[src/rtl/seq_cmp_pkg.sv]
// Shared types and sizing for the sequential comparator front-end sequencer.
package seq_cmp_pkg;

    localparam int DEFAULT_WIDTH = 32;

    // Counter must reach WIDTH itself, so one bit more than $clog2(WIDTH).
    function automatic int cnt_width(input int w);
        return $clog2(w) + 1;
    endfunction

    localparam int CNT_W = cnt_width(DEFAULT_WIDTH);

    typedef enum logic [2:0] {
        S_IDLE  = 3'd0,
        S_LOAD  = 3'd1,
        S_RUN   = 3'd2,
        S_FLUSH = 3'd3,
        S_CAPT  = 3'd4,
        S_HOLD  = 3'd5
    } state_e;

    function automatic logic is_onehot3(input logic [2:0] v);
        return (v == 3'b001) || (v == 3'b010) || (v == 3'b100);
    endfunction

endpackage

[src/rtl/seq_cmp_cycle_counter.sv]
// Serial-compare cycle counter: clears on clr_i, counts on en_i, flags WIDTH-1.
module seq_cmp_cycle_counter
    import seq_cmp_pkg::*;
#(
    parameter int WIDTH = DEFAULT_WIDTH,
    parameter int CW    = CNT_W
) (
    input  logic clk,
    input  logic rst,
    input  logic clr_i,
    input  logic en_i,
    output logic tc_o
);

    logic [CW-1:0] cnt_q;

    // Count register; clear has priority over enable.
    always_ff @(posedge clk) begin
        if (rst) begin
            cnt_q <= '0;
        end else if (clr_i) begin
            cnt_q <= '0;
        end else if (en_i) begin
            cnt_q <= cnt_q + CW'(1);
        end else begin
            cnt_q <= cnt_q;
        end
    end

    assign tc_o = (cnt_q == CW'(WIDTH - 1));

endmodule

[src/rtl/seq_cmp_controller.sv]
// Front-end sequencer for the sequential unsigned comparator.
// Optional one-hot result check (err port) when SEQ_CMP_ONEHOT_CHK_EN is defined.
module seq_cmp_controller
    import seq_cmp_pkg::*;
#(
    parameter int WIDTH = DEFAULT_WIDTH
) (
    input  logic             clk,
    input  logic             rst,
    input  logic             in_valid,
    output logic             in_ready,
    input  logic [WIDTH-1:0] in_a,
    input  logic [WIDTH-1:0] in_b,
    output logic [WIDTH-1:0] cmp_a,
    output logic [WIDTH-1:0] cmp_b,
    output logic             cmp_ip,
    output logic             cmp_op,
    input  logic             cmp_l,
    input  logic             cmp_e,
    input  logic             cmp_g,
    output logic             out_valid,
    input  logic             out_ready,
    output logic             out_l,
    output logic             out_e,
    output logic             out_g,
    output logic             busy
`ifdef SEQ_CMP_ONEHOT_CHK_EN
    ,
    output logic             err
`endif
);

    localparam int CW = cnt_width(WIDTH);

    state_e           state_q;
    logic [WIDTH-1:0] cmp_a_q, cmp_b_q;
    logic             cmp_ip_q, cmp_op_q;
    logic             out_valid_q, out_l_q, out_e_q, out_g_q;
    logic             in_ready_q, busy_q;
    logic             cnt_tc_s;
`ifdef SEQ_CMP_ONEHOT_CHK_EN
    logic             err_q;
`endif

    seq_cmp_cycle_counter #(
        .WIDTH (WIDTH),
        .CW    (CW)
    ) u_cnt (
        .clk   (clk),
        .rst   (rst),
        .clr_i (state_q == S_LOAD),
        .en_i  (state_q == S_RUN),
        .tc_o  (cnt_tc_s)
    );

    // Sequencer FSM; every output is a register set on the transition into its state.
    always_ff @(posedge clk) begin
        if (rst) begin
            state_q     <= S_IDLE;
            cmp_a_q     <= '0;
            cmp_b_q     <= '0;
            cmp_ip_q    <= 1'b0;
            cmp_op_q    <= 1'b0;
            out_valid_q <= 1'b0;
            out_l_q     <= 1'b0;
            out_e_q     <= 1'b0;
            out_g_q     <= 1'b0;
            in_ready_q  <= 1'b1;
            busy_q      <= 1'b0;
`ifdef SEQ_CMP_ONEHOT_CHK_EN
            err_q       <= 1'b0;
`endif
        end else begin
            case (state_q)
                S_IDLE: begin
                    if (in_valid && in_ready_q) begin
                        cmp_a_q    <= in_a;
                        cmp_b_q    <= in_b;
                        cmp_ip_q   <= 1'b1;
                        in_ready_q <= 1'b0;
                        busy_q     <= 1'b1;
                        state_q    <= S_LOAD;
                    end
                end
                S_LOAD: begin
                    cmp_ip_q <= 1'b0;
                    state_q  <= S_RUN;
                end
                S_RUN: begin
                    if (cnt_tc_s) begin
                        cmp_op_q <= 1'b1;
                        state_q  <= S_FLUSH;
                    end
                end
                S_FLUSH: begin
                    cmp_op_q <= 1'b0;
                    state_q  <= S_CAPT;
                end
                S_CAPT: begin
                    out_l_q     <= cmp_l;
                    out_e_q     <= cmp_e;
                    out_g_q     <= cmp_g;
                    out_valid_q <= 1'b1;
                    state_q     <= S_HOLD;
`ifdef SEQ_CMP_ONEHOT_CHK_EN
                    if (!is_onehot3({cmp_l, cmp_e, cmp_g})) begin
                        err_q <= 1'b1;
                    end
`endif
                end
                S_HOLD: begin
                    if (out_ready) begin
                        out_valid_q <= 1'b0;
                        in_ready_q  <= 1'b1;
                        busy_q      <= 1'b0;
                        state_q     <= S_IDLE;
                    end
                end
                default: begin
                    cmp_ip_q    <= 1'b0;
                    cmp_op_q    <= 1'b0;
                    out_valid_q <= 1'b0;
                    in_ready_q  <= 1'b1;
                    busy_q      <= 1'b0;
                    state_q     <= S_IDLE;
                end
            endcase
        end
    end

    assign in_ready  = in_ready_q;
    assign busy      = busy_q;
    assign cmp_a     = cmp_a_q;
    assign cmp_b     = cmp_b_q;
    assign cmp_ip    = cmp_ip_q;
    assign cmp_op    = cmp_op_q;
    assign out_valid = out_valid_q;
    assign out_l     = out_l_q;
    assign out_e     = out_e_q;
    assign out_g     = out_g_q;
`ifdef SEQ_CMP_ONEHOT_CHK_EN
    assign err       = err_q;
`endif

endmodule

[config.mk]
export PLATFORM = sky130hd
export DESIGN_NAME = seq_cmp_controller
export DESIGN_NICKNAME = d
export VERILOG_FILES = /design/src/rtl/seq_cmp_pkg.sv /design/src/rtl/seq_cmp_cycle_counter.sv /design/src/rtl/seq_cmp_controller.sv
export SDC_FILE = /design/constraint.sdc
export NUM_CORES = 1
export LEC_CHECK = 0
export BUFFER_PORTS_ARGS = -buffer_cell sky130_fd_sc_hd__buf_2
export CAP_MARGIN = 20
export CORE_ASPECT_RATIO = 0.5
export CORE_UTILIZATION = 43
export CTS_CLUSTER_SIZE = 28
export DETAILED_ROUTE_END_ITERATION = 10
export PLACE_DENSITY = 0.81
export SYNTH_ARGS = -nofsm -noshare
export SYNTH_HDL_FRONTEND = slang
export SYNTH_SLANG_ARGS = --single-unit
export TNS_END_PERCENT = 5
[constraint.sdc]
create_clock -name clk -period 4.4 [get_ports clk]
set_clock_uncertainty 0.1 [all_clocks]
set_input_delay 0.66 -clock clk [delete_from_list [all_inputs] [get_ports clk]]
set_output_delay 0.66 -clock clk [all_outputs]
set_load 0.05 [all_outputs]
==> out/qor.csv <==
stage;metric;value;unit
status;status;completed;
finish;area_growth;25.36;%
synthesis;synth.avg_cell_area;10.15;um2
synthesis;ys_seq_elements;81;
finish;antenna_cells;0;
timing;relSlewSlack;50.17;%
worst_setup_path;critPathTopFamily;simple AND/OR/NAND/NOR gates;
timing;setup_tns;0;ns
power_and_ir_drop;leakage;2.069;nW
worst_setup_path;critPathKind;flip-flop to flip-flop;
power_and_ir_drop;combPwrFrac;25.4;%
power_and_ir_drop;p_sw;0.0006831;W
worst_setup_path;arrival;2.10;ns
cts;cts_buffers;9;
cts;cts-root-buf;clkbuf_16;
detailed_routing;drt_iter0_markers;72;
floorplan;die_h;67.64;um
timing;maxSlewViolCount;0;
timing;fin_crit_sh;44.40;%
power_and_ir_drop;clkPwrFrac;34.2;%
finish;final_cells;609;
timing;final-setup-viol-count;0;
timing;fin_ws;2.446;ns
power_and_ir_drop;pwr-share-seq;40.4;%
worst_setup_path;cp.buffers_inverters;1;
global_route;grt_pass1_vias;2494;
cts;cts_hold_buf;0;
finish;final_area;4644;um2
worst_setup_path;critPathMaxFanout;55;
detailed_routing;vias;2820;
power_and_ir_drop;peakVddDrop;0.1951;mV
placed_design;portBuffers;142;
placed_design;place_inst;593;
worst_setup_path;path_cells;nor2_4 > and4_4 > buf_16 > mux2i_1;
floorplan;die_area;9014;um2
synthesis;syn_nets;437;
synthesis;synth_area;3705;um2
floorplan;io_pins;143;
detailed_routing;detail-route-antenna-nets;0;
finish;regArea;1622;um2
placed_design;post-place-ws;2.091;ns
finish;fill_cells;761;
cts;cts_tree;built;
finish;nNetsFinal;565;
worst_setup_path;required;4.55;ns
worst_setup_path;worstSetupEndpointType;flip-flop;
global_route;grt_max_degree;108;
finish;final_common_cell;buf_2;
floorplan;core;8173;um2
synthesis;yosysSeqAreaShare;43.77;%
placed_design;dpl-instance-area;4332;um2
finish;layout_common_cells;buf_2 (142), nand2b_1 (131), dfxtp_1 (81), mux2i_1 (67), a21oi_1 (12);
cts;post-cts-setup-buffers;0;
run;cap_violations;0;
finish;multi_input_area;1844;um2
floorplan;rows;23;
detailed_routing;drc_errors;0;
cts;cts_buffer_depth;2;
detailed_routing;drt_pre_antenna_iters;4;
global_route;antenna_found_initial;0;
cts;post_cts_resized;0;
synthesis;synth_edf_count;0;
cts;insertion_delay;0.33;ns
worst_setup_path;cp-start-kind;flip-flop;
timing;hold_violations;0;
timing;worst_pin_slew;0.7475;ns
detailed_routing;drt-total-wl;7087;um
worst_hold_path;hp-class;flip-flop to flip-flop;
worst_setup_path;worst_path_largest_cell_delay;0.51;ns
worst_setup_path;crit_path_top_delay_cell;dfxtp_1;
floorplan;die_w;133.3;um
placed_design;hpwl;4822;um
floorplan;initial_utilization;45.33;%
cts;h-tree-depth;3;
detailed_routing;viasPerCell;4.631;
global_route;track_usage;15.56;%
synthesis;yosys_warnings;0;
timing;maxClockFrequency;0.5119;GHz
power_and_ir_drop;intPower;0.001408;W
timing;rsz0062_at_grt;false;
power_and_ir_drop;p_per_area;450.1;nW/um2
detailed_routing;routedWlPerCell;11.64;um
power_and_ir_drop;switching_share;32.67;%
synthesis;netlist_instances;365;
placed_design;routabilityCongestion;0.7523;
timing;fin_crit;1.954;ns
synthesis;async_flop_share;0;%
cts;clk_pin_slew;0.06;ns
global_route;grt_pass1_wl;11200;um
finish;drive_above_1_share;32.80;%
synthesis;synth.distinct_cells;31;
synthesis;ys.flop_type;dfxtp_1;
global_route;grt_overflow_total;0;
cts;clock_sinks;81;
timing;whs;0.3664;ns
[metal layers]
layer	share of wire, %	vias to the layer above	wire, um	track usage [%]
met3	4.4	9	313	4.580
met1	46	1287	3242	17.40
met2	49	58	3448	28.65
li1	-	1466	-	-
met5	0	-	0	0
met4	1.2	0	82	5.966
[tightest hold or removal path: stages, from the launching register on]
cell and delay [ns]:
dfxtp_1 0.31, nand2b_1 0.06, mux2i_1 0.05
[registers in the layout, summed over array words and instances (netlist names)]
register	cells
in_ready	1
state_q	3
busy	1
u_cnt.cnt_q	6
cmp_op	1
cmp_ip	1
out_l	1
cmp_a	32
out_e	1
out_g	1
cmp_b	32
out_valid	1
[path summary, 6_finish.rpt]
check	end	slack (ns)	from	depth (start not counted)
worst max-delay path	cmp_b[7]	2.45	state_q[1]	4
worst min-delay path	cmp_b[9]	0.37	cmp_b[9]	2
worst max register to register	cmp_b[7]	2.45	state_q[1]	4
worst min register to register	cmp_b[9]	0.37	cmp_b[9]	2
[cell type report]
cell class	instances	area share (%)
multi-input cells	255	39.71
flip-flops and latches	81	34.91
repair buffers	144	16.06
clock buffers	9	4.849
well taps	112	3.017
clock inverters	6	1.293
inverters	2	0.1616
[cells in the mapped netlist (2+ instances only)]
cell	n	area share [%]
nor2_1	5	0.51
mux2i_1	67	18
buf_2	7	0.95
nand2_1	2	0.20
nand2b_1	131	22
o21ai_0	8	1.1
buf_12	7	3.8
dfxtp_1	81	44
clkbuf_1	12	1.2
nand3b_1	3	0.61
nand3_1	4	0.54
inv_1	2	0.20
a31oi_1	3	0.51
or3_1	4	0.68
a21oi_1	12	1.6
nand4b_1	2	0.47
[cell families (layout without fill, tap and decap cells)]
family,Yosys count,after routing,share of synthesized area [%]
AO/OA/AOI/OAI,26,26,3.850
XOR/XNOR,1,1,0.2364
adder cells (fa/ha/maj),1,1,0.3377
buffers and inverters,29,161,6.450
flip-flops,81,81,43.77
multiplexers,67,67,18.10
AND/OR/NAND/NOR,160,160,27.25
[power groups by stage]
| stage | Combinational (W) | Sequential, W | Clock, W |
|---|---|---|---|
| final | 0.000531 | 0.000845 | 0.000715 |
| after CTS | 0.000532 | 0.000846 | 0.000742 |
| after floorplan | 0.000234 | 0.00108 | 0 |
| after global routing | 0.000562 | 0.000854 | 0.000773 |
| after detailed placement | 0.000531 | 0.000860 | 0 |
| after global placement | 0.000525 | 0.000859 | 0 |
[stage by stage]
stage / total power, W / util (%)
final: 0.002091 / 56.83
after global routing: 0.002190 / 56.83
after CTS: 0.002119 / 56.49
after detailed placement: 0.001392 / 53.00
after global placement: 0.001384 / 53.00
after floorplan: 0.001310 / -
(Power assumes the default switching activity.)
